<file path="src/rtl/hpt_pkg.sv">
// Shared definitions for the HPT image path: image codes, status fields,
// sequencer state type and the one-hot image decoder.
package hpt_pkg;

    localparam int IMG_N     = 10;
    localparam int IMG_IDX_W = 4;
    localparam int DATA_W    = 8;
    localparam int ENTRY_W   = IMG_IDX_W + DATA_W;
    localparam int DWELL_W   = 26;

    // One-hot image codes produced by the hyper-cycle FSM.
    localparam logic [IMG_N-1:0] IMG_0 = 10'b00_0000_0001;
    localparam logic [IMG_N-1:0] IMG_1 = 10'b00_0000_0010;
    localparam logic [IMG_N-1:0] IMG_2 = 10'b00_0000_0100;
    localparam logic [IMG_N-1:0] IMG_3 = 10'b00_0000_1000;
    localparam logic [IMG_N-1:0] IMG_4 = 10'b00_0001_0000;
    localparam logic [IMG_N-1:0] IMG_5 = 10'b00_0010_0000;
    localparam logic [IMG_N-1:0] IMG_6 = 10'b00_0100_0000;
    localparam logic [IMG_N-1:0] IMG_7 = 10'b00_1000_0000;
    localparam logic [IMG_N-1:0] IMG_8 = 10'b01_0000_0000;
    localparam logic [IMG_N-1:0] IMG_9 = 10'b10_0000_0000;

    // Response field of the status byte.
    typedef enum logic [1:0] {
        RESP_HEALTHY = 2'b00,
        RESP_LOW     = 2'b01,
        RESP_HIGH    = 2'b10
    } hpt_resp_t;

    // State field of the status byte (hyper-cycle FSM encoding).
    typedef enum logic [2:0] {
        HPT_RESET    = 3'd0,
        HPT_TX_FRH   = 3'd1,
        HPT_WAIT_FRH = 3'd2,
        HPT_TX_FSH   = 3'd3,
        HPT_WAIT_FSH = 3'd4,
        HPT_T3       = 3'd5,
        HPT_T4       = 3'd6,
        HPT_FAULT    = 3'd7
    } hpt_state_t;

    // Image sequencer control states.
    typedef enum logic [1:0] {
        SEQ_IDLE,
        SEQ_ISSUE,
        SEQ_DRAW,
        SEQ_DWELL
    } seq_state_t;

    typedef struct packed {
        logic                 valid;
        logic [IMG_IDX_W-1:0] index;
    } img_code_t;

    // Valid only when exactly one bit is set; index is that bit's position.
    function automatic img_code_t onehot_decode(input logic [IMG_N-1:0] code);
        img_code_t r;
        int        ones;
        r    = '0;
        ones = 0;
        for (int i = 0; i < IMG_N; i++) begin
            if (code[i]) begin
                ones    = ones + 1;
                r.index = IMG_IDX_W'(i);
            end
        end
        r.valid = (ones == 1);
        return r;
    endfunction

endpackage

</file>
<file path="src/rtl/hpt_img_fifo.sv">
// Pending image-change queue: power-of-two depth, wrapping pointers,
// simultaneous push and pop allowed when full.
module hpt_img_fifo #(
    parameter  int DEPTH = 4,
    parameter  int WIDTH = 12,
    localparam int AW    = $clog2(DEPTH),
    localparam int CW    = AW + 1
) (
    input  logic             clk,
    input  logic             reset,
    input  logic             push,
    input  logic             pop,
    input  logic [WIDTH-1:0] wr_data,
    output logic [WIDTH-1:0] rd_data,
    output logic             full,
    output logic             empty,
    output logic [CW-1:0]    count
);

    logic [WIDTH-1:0] mem [DEPTH];
    logic [AW-1:0]    wr_ptr;
    logic [AW-1:0]    rd_ptr;
    logic             do_push;
    logic             do_pop;

    assign full    = (count == CW'(DEPTH));
    assign empty   = (count == '0);
    assign do_pop  = pop && !empty;
    assign do_push = push && (!full || do_pop);
    assign rd_data = mem[rd_ptr];

    // Entry storage write.
    // NOTE: storage is not reset; pointers and count alone decide which entries are live.
    always_ff @(posedge clk) begin
        if (do_push) begin
            mem[wr_ptr] <= wr_data;
        end
    end

    // Pointer and occupancy bookkeeping.
    // NOTE: non-blocking assignments so every register samples pre-edge values.
    always_ff @(posedge clk) begin
        if (reset) begin
            wr_ptr <= '0;
            rd_ptr <= '0;
            count  <= '0;
        end else begin
            if (do_push) begin
                wr_ptr <= wr_ptr + AW'(1);
            end
            if (do_pop) begin
                rd_ptr <= rd_ptr + AW'(1);
            end
            if (do_push && !do_pop) begin
                count <= count + CW'(1);
            end else if (do_pop && !do_push) begin
                count <= count - CW'(1);
            end
        end
    end

endmodule

</file>
<file path="src/rtl/hpt_image_sequencer.sv">
// Turns image changes from the HPT hyper-cycle FSM into paced draw commands:
// changes are queued, issued one at a time, and each image is held on screen
// for a minimum dwell after its draw completes.
module hpt_image_sequencer
    import hpt_pkg::*;
#(
    parameter int DWELL_CYCLES = 50000000,
    parameter int FIFO_DEPTH   = 4
) (
    input  logic                        clk,
    input  logic                        reset,
    input  logic [IMG_N-1:0]            image_in,
    input  logic [DATA_W-1:0]           data_in,
    input  logic                        draw_ready,
    input  logic                        draw_done,
    output logic                        draw_start,
    output logic [IMG_IDX_W-1:0]        draw_index,
    output logic [DATA_W-1:0]           draw_data,
    output logic                        busy,
    output logic [$clog2(FIFO_DEPTH):0] fifo_count,
    output logic                        err_onehot,
    output logic                        dropped
);

    localparam logic [DWELL_W-1:0] DWELL_LOAD =
        (DWELL_CYCLES == 0) ? '0 : DWELL_W'(DWELL_CYCLES - 1);

    seq_state_t         state;
    logic [DWELL_W-1:0] dwell_cnt;
    logic [IMG_N-1:0]   prev_image;
    img_code_t          dec;
    logic               push;
    logic               pop;
    logic [ENTRY_W-1:0] head;
    logic               fifo_full;
    logic               fifo_empty;

    assign pop = (state == SEQ_ISSUE);

    // Decode the incoming code and flag a change against the last valid image.
    // NOTE: defaults assigned first so no path leaves a value held (no latch).
    always_comb begin
        dec  = onehot_decode(image_in);
        push = 1'b0;
        if (dec.valid && (image_in != prev_image)) begin
            push = 1'b1;
        end
    end

    hpt_img_fifo #(
        .DEPTH (FIFO_DEPTH),
        .WIDTH (ENTRY_W)
    ) u_fifo (
        .clk     (clk),
        .reset   (reset),
        .push    (push),
        .pop     (pop),
        .wr_data ({dec.index, data_in}),
        .rd_data (head),
        .full    (fifo_full),
        .empty   (fifo_empty),
        .count   (fifo_count)
    );

    // Track the last valid image and the sticky error/overflow flags.
    always_ff @(posedge clk) begin
        if (reset) begin
            prev_image <= '0;
            err_onehot <= 1'b0;
            dropped    <= 1'b0;
        end else begin
            if (dec.valid) begin
                prev_image <= image_in;
            end else begin
                err_onehot <= 1'b1;
            end
            if (push && fifo_full && !pop) begin
                dropped <= 1'b1;
            end
        end
    end

    // Issue / draw / dwell sequencing with registered command outputs.
    always_ff @(posedge clk) begin
        if (reset) begin
            state      <= SEQ_IDLE;
            dwell_cnt  <= '0;
            draw_start <= 1'b0;
            draw_index <= '0;
            draw_data  <= '0;
            busy       <= 1'b0;
        end else begin
            draw_start <= 1'b0;
            case (state)
                SEQ_IDLE: begin
                    if (!fifo_empty && draw_ready) begin
                        state      <= SEQ_ISSUE;
                        draw_start <= 1'b1;
                        draw_index <= head[ENTRY_W-1:DATA_W];
                        draw_data  <= head[DATA_W-1:0];
                        busy       <= 1'b1;
                    end
                end
                SEQ_ISSUE: begin
                    state <= SEQ_DRAW;
                end
                SEQ_DRAW: begin
                    if (draw_done) begin
                        if (DWELL_CYCLES == 0) begin
                            state <= SEQ_IDLE;
                            busy  <= 1'b0;
                        end else begin
                            state     <= SEQ_DWELL;
                            dwell_cnt <= DWELL_LOAD;
                        end
                    end
                end
                SEQ_DWELL: begin
                    if (dwell_cnt == '0) begin
                        state <= SEQ_IDLE;
                        busy  <= 1'b0;
                    end else begin
                        dwell_cnt <= dwell_cnt - DWELL_W'(1);
                    end
                end
                default: begin
                    state <= SEQ_IDLE;
                    busy  <= 1'b0;
                end
            endcase
        end
    end

endmodule
</file>
<file path="config.mk">
export PLATFORM = sky130hd
export DESIGN_NAME = hpt_image_sequencer
export DESIGN_NICKNAME = d
export VERILOG_FILES = /design/src/rtl/hpt_pkg.sv /design/src/rtl/hpt_img_fifo.sv /design/src/rtl/hpt_image_sequencer.sv
export SDC_FILE = /design/constraint.sdc
export NUM_CORES = 1
export LEC_CHECK = 0
export ABC_AREA = 1
export CAP_MARGIN = 20
export CORE_UTILIZATION = 35
export CTS_BUF_LIST = sky130_fd_sc_hd__clkbuf_4
export DETAILED_ROUTE_END_ITERATION = 10
export PLACE_DENSITY = 0.6
export REMOVE_ABC_BUFFERS = 1
export SLEW_MARGIN = 20
export SYNTH_ARGS = -nofsm -noshare
export SYNTH_HDL_FRONTEND = slang
export SYNTH_HIERARCHICAL = 1
export SYNTH_SLANG_ARGS = --single-unit
</file>
<file path="constraint.sdc">
create_clock -name clk -period 20.9 [get_ports clk]
set_input_delay 6.27 -clock clk [delete_from_list [all_inputs] [get_ports clk]]
set_output_delay 6.27 -clock clk [all_outputs]
set_load 0.005 [all_outputs]
</file>
**Yosys cells after proc, flatten, opt, wreduce, memory -nomap -nowiden**

Memories as Yosys holds them, arrays and structs flattened. A register that Yosys moved wholly into a read port is not among the register bits.
Index checks and enable logic that the tools add are counted.

- Register bits: 49
- Bits in writable memories: 48
- Input bits: 22
- Output and inout port bits: 19
- Memories: 1

- $add $sub $neg: 14
- Equal/unequal tests: 10
- Multiplexer cells: 35
- Bitwise logic cells: 1
- Reductions and logical operators: 25

Memory list:

| name | words | bits a word | rd ports | clocked after Yosys merged registers in | wr ports | line | source |
|---|---|---|---|---|---|---|---|
| u_fifo.mem | 4 | 12 | 1 | 1 | 1 | hpt_img_fifo.sv:20 | `logic [WIDTH-1:0] mem [DEPTH];` |

Operator list:

| cell | number |
|---|---|
| 32-bit by 2-bit adder with 32-bit output, second input constant | 9 |
| 32-bit two-way mux | 9 |
| 26-bit two-way mux | 2 |
| 26-bit one-hot mux with 2 select lines | 1 |
| 32-bit by 2-bit == test with 1-bit output, second input constant | 1 |
| 4-bit two-way mux | 8 |
| 26-bit zero test | 1 |
| 26-bit by 1-bit subtractor with 26-bit output, second input constant | 1 |
| 10-bit inequality test | 1 |
| 3-bit AND reduction | 3 |
| 1-bit logical AND | 8 |
| 1-bit two-way mux | 8 |
| 2-bit inequality test, second input constant | 4 |
| 2-bit one-hot mux with 4 select lines | 1 |
| 2-bit two-way mux | 3 |
| 3-bit two-way mux | 2 |
| 2-bit nonzero test | 3 |
| 1-bit zero test | 5 |
| 2-bit by 1-bit adder with 2-bit output, second input constant | 2 |
| 2-bit == test, second input constant | 2 |
| 3-bit by 1-bit adder with 3-bit output, second input constant | 1 |
| 3-bit == test, second input constant | 1 |
| 3-bit zero test | 1 |
| 3-bit by 1-bit subtractor with 3-bit output, second input constant | 1 |
| 7 further kinds | 7 |

**Logic depth before layout (Yosys ltp)**

- Depth in word-level cells: 27
- Depth in mapped cells: 47
- Gate-level depth less buffers: 46

**Cells and area by module**

The synthesis kept the hierarchy.

Modules (own cells, without submodules):

| module | instances | cells each | area an instance (µm²) | sequential area each (µm²) |
|---|---|---|---|---|
| hpt_image_sequencer | 1 | 553 | 3,535.9 | 1,081.0 |
| hpt_img_fifo | 1 | 188 | 2,294.7 | 1,621.6 |

**Worst setup path before layout**

No wires, ideal clock.

- Kind: input to register
- Start: input port image_in[0]
- End: register u_fifo.count[2]
- Library setup time: 0.113 ns
- Arrival time: 11.799 ns
- Path slack: 8.988 ns
- Stages on the path: 45
- Path through: inv_1 ha_1 inv_1 nand2_2 nand2_1 inv_1 ha_1 nand2_1 nand2_1 ha_1 or2_2 nand2_1 inv_1 ha_1 nand2_1 nand2_1 ha_1 nand2_1 (+9 left out) nand2_1 o31ai_1 nand3_2 nor2_4 inv_2 buf_6 a21oi_2 nand2_1 inv_1 ha_1 inv_1 fa_1 inv_1 nand2_1 nand3_1 nand2_1 nand2_1 nor2_1

- Cells in the longest elaborated chain, start to end: 26
- Elaborated cells on any way between the ends: 29
- Those cells by class: add/sub (9); eq/ne (2); mux (12); reduce/logical (6)

RTL lines:

| element | line | source |
|---|---|---|
| start, declared | hpt_image_sequencer.sv:12 | `input logic [IMG_N-1:0] image_in,` |
| 1-bit two-way mux | hpt_pkg.sv:62 | `if (code[i]) begin` |
| 32-bit by 2-bit adder with 32-bit output | hpt_pkg.sv:63 | `ones = ones + 1;` |
| 32-bit two-way mux | hpt_pkg.sv:62 |  |
| 32-bit by 2-bit adder with 32-bit output | hpt_pkg.sv:63 |  |
| 32-bit two-way mux | hpt_pkg.sv:62 |  |
| 32-bit by 2-bit adder with 32-bit output | hpt_pkg.sv:63 |  |
| 32-bit two-way mux | hpt_pkg.sv:62 |  |
| 32-bit by 2-bit adder with 32-bit output | hpt_pkg.sv:63 |  |
| (+12 left out) | - |  |
| 1-bit logical AND * | hpt_image_sequencer.sv:45 | `if (dec.valid && (image_in != prev_image)) begin` |
| 1-bit two-way mux * | hpt_image_sequencer.sv:45 |  |
| named net push | hpt_image_sequencer.sv:32 | `logic push;` |
| 1-bit logical AND * | hpt_img_fifo.sv:29 | `assign do_push = push && (!full \|\| do_pop);` |
| named net u_fifo.do_push | hpt_img_fifo.sv:23 | `logic do_push;` |
| 1-bit zero test | hpt_img_fifo.sv:56 | `end else if (do_pop && !do_push) begin` |
| 1-bit logical AND | hpt_img_fifo.sv:56 |  |
| 2-bit nonzero test (no source line) | - |  |
| end signal, assigned | hpt_img_fifo.sv:55 | `count <= count + CW'(1);` |
| end signal, assigned | hpt_img_fifo.sv:57 | `count <= count - CW'(1);` |
| end, declared | hpt_img_fifo.sv:17 | `output logic [CW-1:0] count` |

The timed path passes the listed nets; every way through them passes the cells marked *.
A chain may end at the register's enable or synchronous reset.

**Final worst setup path**

Ends and elaborated chain as after synthesis.

==> out/qor.yml <==
rsz0062_at_grt: "no"
path_clk_slew_ns: 0.18
h-tree-depth: 3
critPathMaxStageDelay_ns: 0.51
worstPathRequired_ns: 21.29
worstSetupStartpoint: "image_in[0]"
grt_pass1_wl_mm: 19.84
setup_tns_ns: 0
setup_viol: 0
dr.pass1.iters: 5
clk_latency_ns: 0.46
die_y_um: 131.1
netlist_instances: 741
criticalPathCategory: "primary input to flip-flop"
period_share_pct: 60.38
cp-end-kind: "flip-flop"
fillers: 1637
arrival_ns: 13.01
drt-total-wl_mm: 12.03
finalHoldViolCount: 0
slowest_stage: "clkdlybuf4s50_1"
antenna_found_initial: 0
grt_max_degree: 29
r2r_setup_slack_ns: 17.83
cts_sinks: 111
avgSynthCellArea_um2: 7.869
peakVddDrop_mv: 0.03669
yosysWarnings: 6
r2r_cells: 12
slew_headroom_pct: 37.22
rows: 46
grtUsageTotal_pct: 14.69
ys_seq_elements: 111
area_delta_synth_final_pct: 12.92
tightest_slew_ns: 0.9180
setup.worst_path.end: "u_fifo/count[2]"
skew_ns: 0.02227
cts_tree: "yes"
drv_slew: 0
synth_ff_type: "dfxtp_1"
drc: 0
ant_nets: 0
drive_gt1_share_pct: 9.323
synth_seq_area_share_pct: 46.35
vias: 4742
crit-reg2reg-capture: "u_fifo/count[1]"
core_mm2: 0.01606
grt.overflow.total: 0
cts_root_buf: "clkbuf_4"
start_kind: "primary input"
cts_resized: 0
seq_area_mm2: 0.002703
crit_fanout: 12
die_w_um: 131.1
status: "complete, no violations"
drtIter0Drc: 267
dp_hpwl_mm: 8.766
avgViaCountPerCell: 4.742
hold_class: "flip-flop to flip-flop"
synth_async_sr_flop_share_pct: 0
multi_input_area_mm2: 0.002673
dieArea_mm2: 0.01718
cts_setup_buffers: 0
netlist_area_mm2: 0.005831
powerDensity_mw_per_mm2: 111.0
reg2reg_from: "prev_image[3]"
wl_per_cell_um: 12.03
fmax_ghz: 0.07924
place_congestion: 0.8202
period_needed_ns: 12.62
p_leak_nw: 2.792
synth_edf_count: 48
grt_pass1_vias: 4248
critPathMostFrequentCell: "nand2_1"
utilization_pct: 41.00
final_nets: 820
initial_core_util_pct: 36.31
postCtsHoldBufs: 0
clk_path_buf_depth: 2
drv_cap: 0
ys_types: 43
cts_buffers: 9
io_buffers: 40
io_pins: 41
metal layers:
layer | share of wire (%) | up-vias | global-route usage, %
met5 | 0 | - | 0
met2 | 45 | 67 | 23.84
li1 | - | 2516 | -
met1 | 51 | 2147 | 20.37
met3 | 3.0 | 12 | 1.826
met4 | 1.1 | 0 | 4.598
through the flow:
step           setup WS (ns)  hold WS (ns)   power, W  instances  area (um2)
3_3_place_gp           7.751        0.4501  0.0006190        982        6410
2_1_floorplan          8.919        0.4342  0.0005276        724        5724
5_1_grt                7.633        0.4977  0.0007999        999        6581
3_5_place_dp           7.664        0.4529  0.0006211        982        6410
4_1_cts                8.195        0.4755  0.0007362        998        6566
6_report               8.281        0.4763  0.0007307       1000        6584
Yosys cell counts (2+ instances only):
cell type | n | share of area, %
o21ai_1 | 28 | 2.4
nor2_2 | 2 | 0.21
buf_4 | 2 | 0.26
a221oi_1 | 2 | 0.30
or2_2 | 5 | 0.54
nand2_4 | 2 | 0.39
nand3_2 | 14 | 2.4
nor2_1 | 143 | 9.2
nand3_1 | 29 | 2.5
nor4_1 | 3 | 0.32
o31ai_1 | 3 | 0.39
a21oi_2 | 2 | 0.30
o21ai_0 | 39 | 3.3
nand4_1 | 5 | 0.54
xor2_1 | 5 | 0.75
inv_1 | 89 | 5.7
ha_1 | 19 | 4.1
edfxtp_1 | 48 | 25
a21oi_1 | 34 | 2.9
buf_6 | 4 | 0.77
buf_2 | 3 | 0.26
nand2_2 | 17 | 1.8
o22ai_1 | 14 | 1.5
nand3b_1 | 3 | 0.39
nand2_1 | 119 | 7.7
dfxtp_1 | 63 | 22
inv_2 | 6 | 0.39
nor3_1 | 9 | 0.77
a31oi_1 | 9 | 0.97
clkbuf_1 | 7 | 0.45
cells in the final DEF, fill, tap and decap left out, types with 19 or more instances in the layout:
cell,instances
nand2_1,119
inv_1,89
dfxtp_1,63
clkdlybuf4s50_1,40
o21ai_1,28
nand3_1,29
a21oi_1,34
ha_1,19
edfxtp_1,48
nor2_1,140
o21ai_0,39
power by group:
group,total [W],leakage (nW),switching [W],internal [W]
registers,0.000310,0.947,0.0000376,0.000272
clock network,0.000114,0.0856,0.0000745,0.0000393
logic,0.000307,1.76,0.000189,0.000118
total,0.000731,2.79,0.000301,0.000430
layout make-up:
class | instances | share of cell area, %
multi-input cells | 518 | 40.59
inverters | 95 | 5.416
clock inverters | 7 | 1.349
repair buffers | 43 | 6.423
well taps | 216 | 4.105
diodes | 1 | 0.03801
flip-flops and latches | 111 | 41.05
clock buffers | 9 | 1.026
registers in the layout, summed over array words and instances, names as in the netlist, named ones only:
| name | flops |
|---|---|
| busy | 1 |
| draw_data | 8 |
| draw_index | 4 |
| draw_start | 1 |
| dropped | 1 |
| dwell_cnt | 26 |
| err_onehot | 1 |
| prev_image | 10 |
| state | 2 |
| u_fifo/count | 3 |
| u_fifo/mem | 48 |
| u_fifo/rd_ptr | 2 |
| u_fifo/wr_ptr | 2 |
worst min-delay path by stage:
stage | start | endpoint | cells past startpoint
2_1_floorplan | dwell_cnt[0] | dwell_cnt[0] | 1
3_3_place_gp | dwell_cnt[0] | dwell_cnt[0] | 1
3_5_place_dp | dwell_cnt[0] | dwell_cnt[0] | 1
4_1_cts | dwell_cnt[0] | dwell_cnt[0] | 1
5_1_grt | dwell_cnt[0] | dwell_cnt[0] | 1
6_report | dwell_cnt[0] | dwell_cnt[0] | 1
cell families after synthesis:
kind of cell | Yosys count | share of synthesized area (%)
buffers and inverters | 112 | 7.940
adders and majority gates | 20 | 4.421
DFF | 111 | 46.35
and+or+nand+nor | 357 | 27.73
xor gates and xnor gates | 6 | 0.9013
AOI/OAI and AO/OA | 135 | 12.66
critical path, delay by kind of cell:
family	cells	cell delay (ns)
compound gates	2	0.31
fa+ha+maj	10	2.81
buf+inv	9	1.19
simple gates	24	2.40
(Power assumes the default switching activity.)
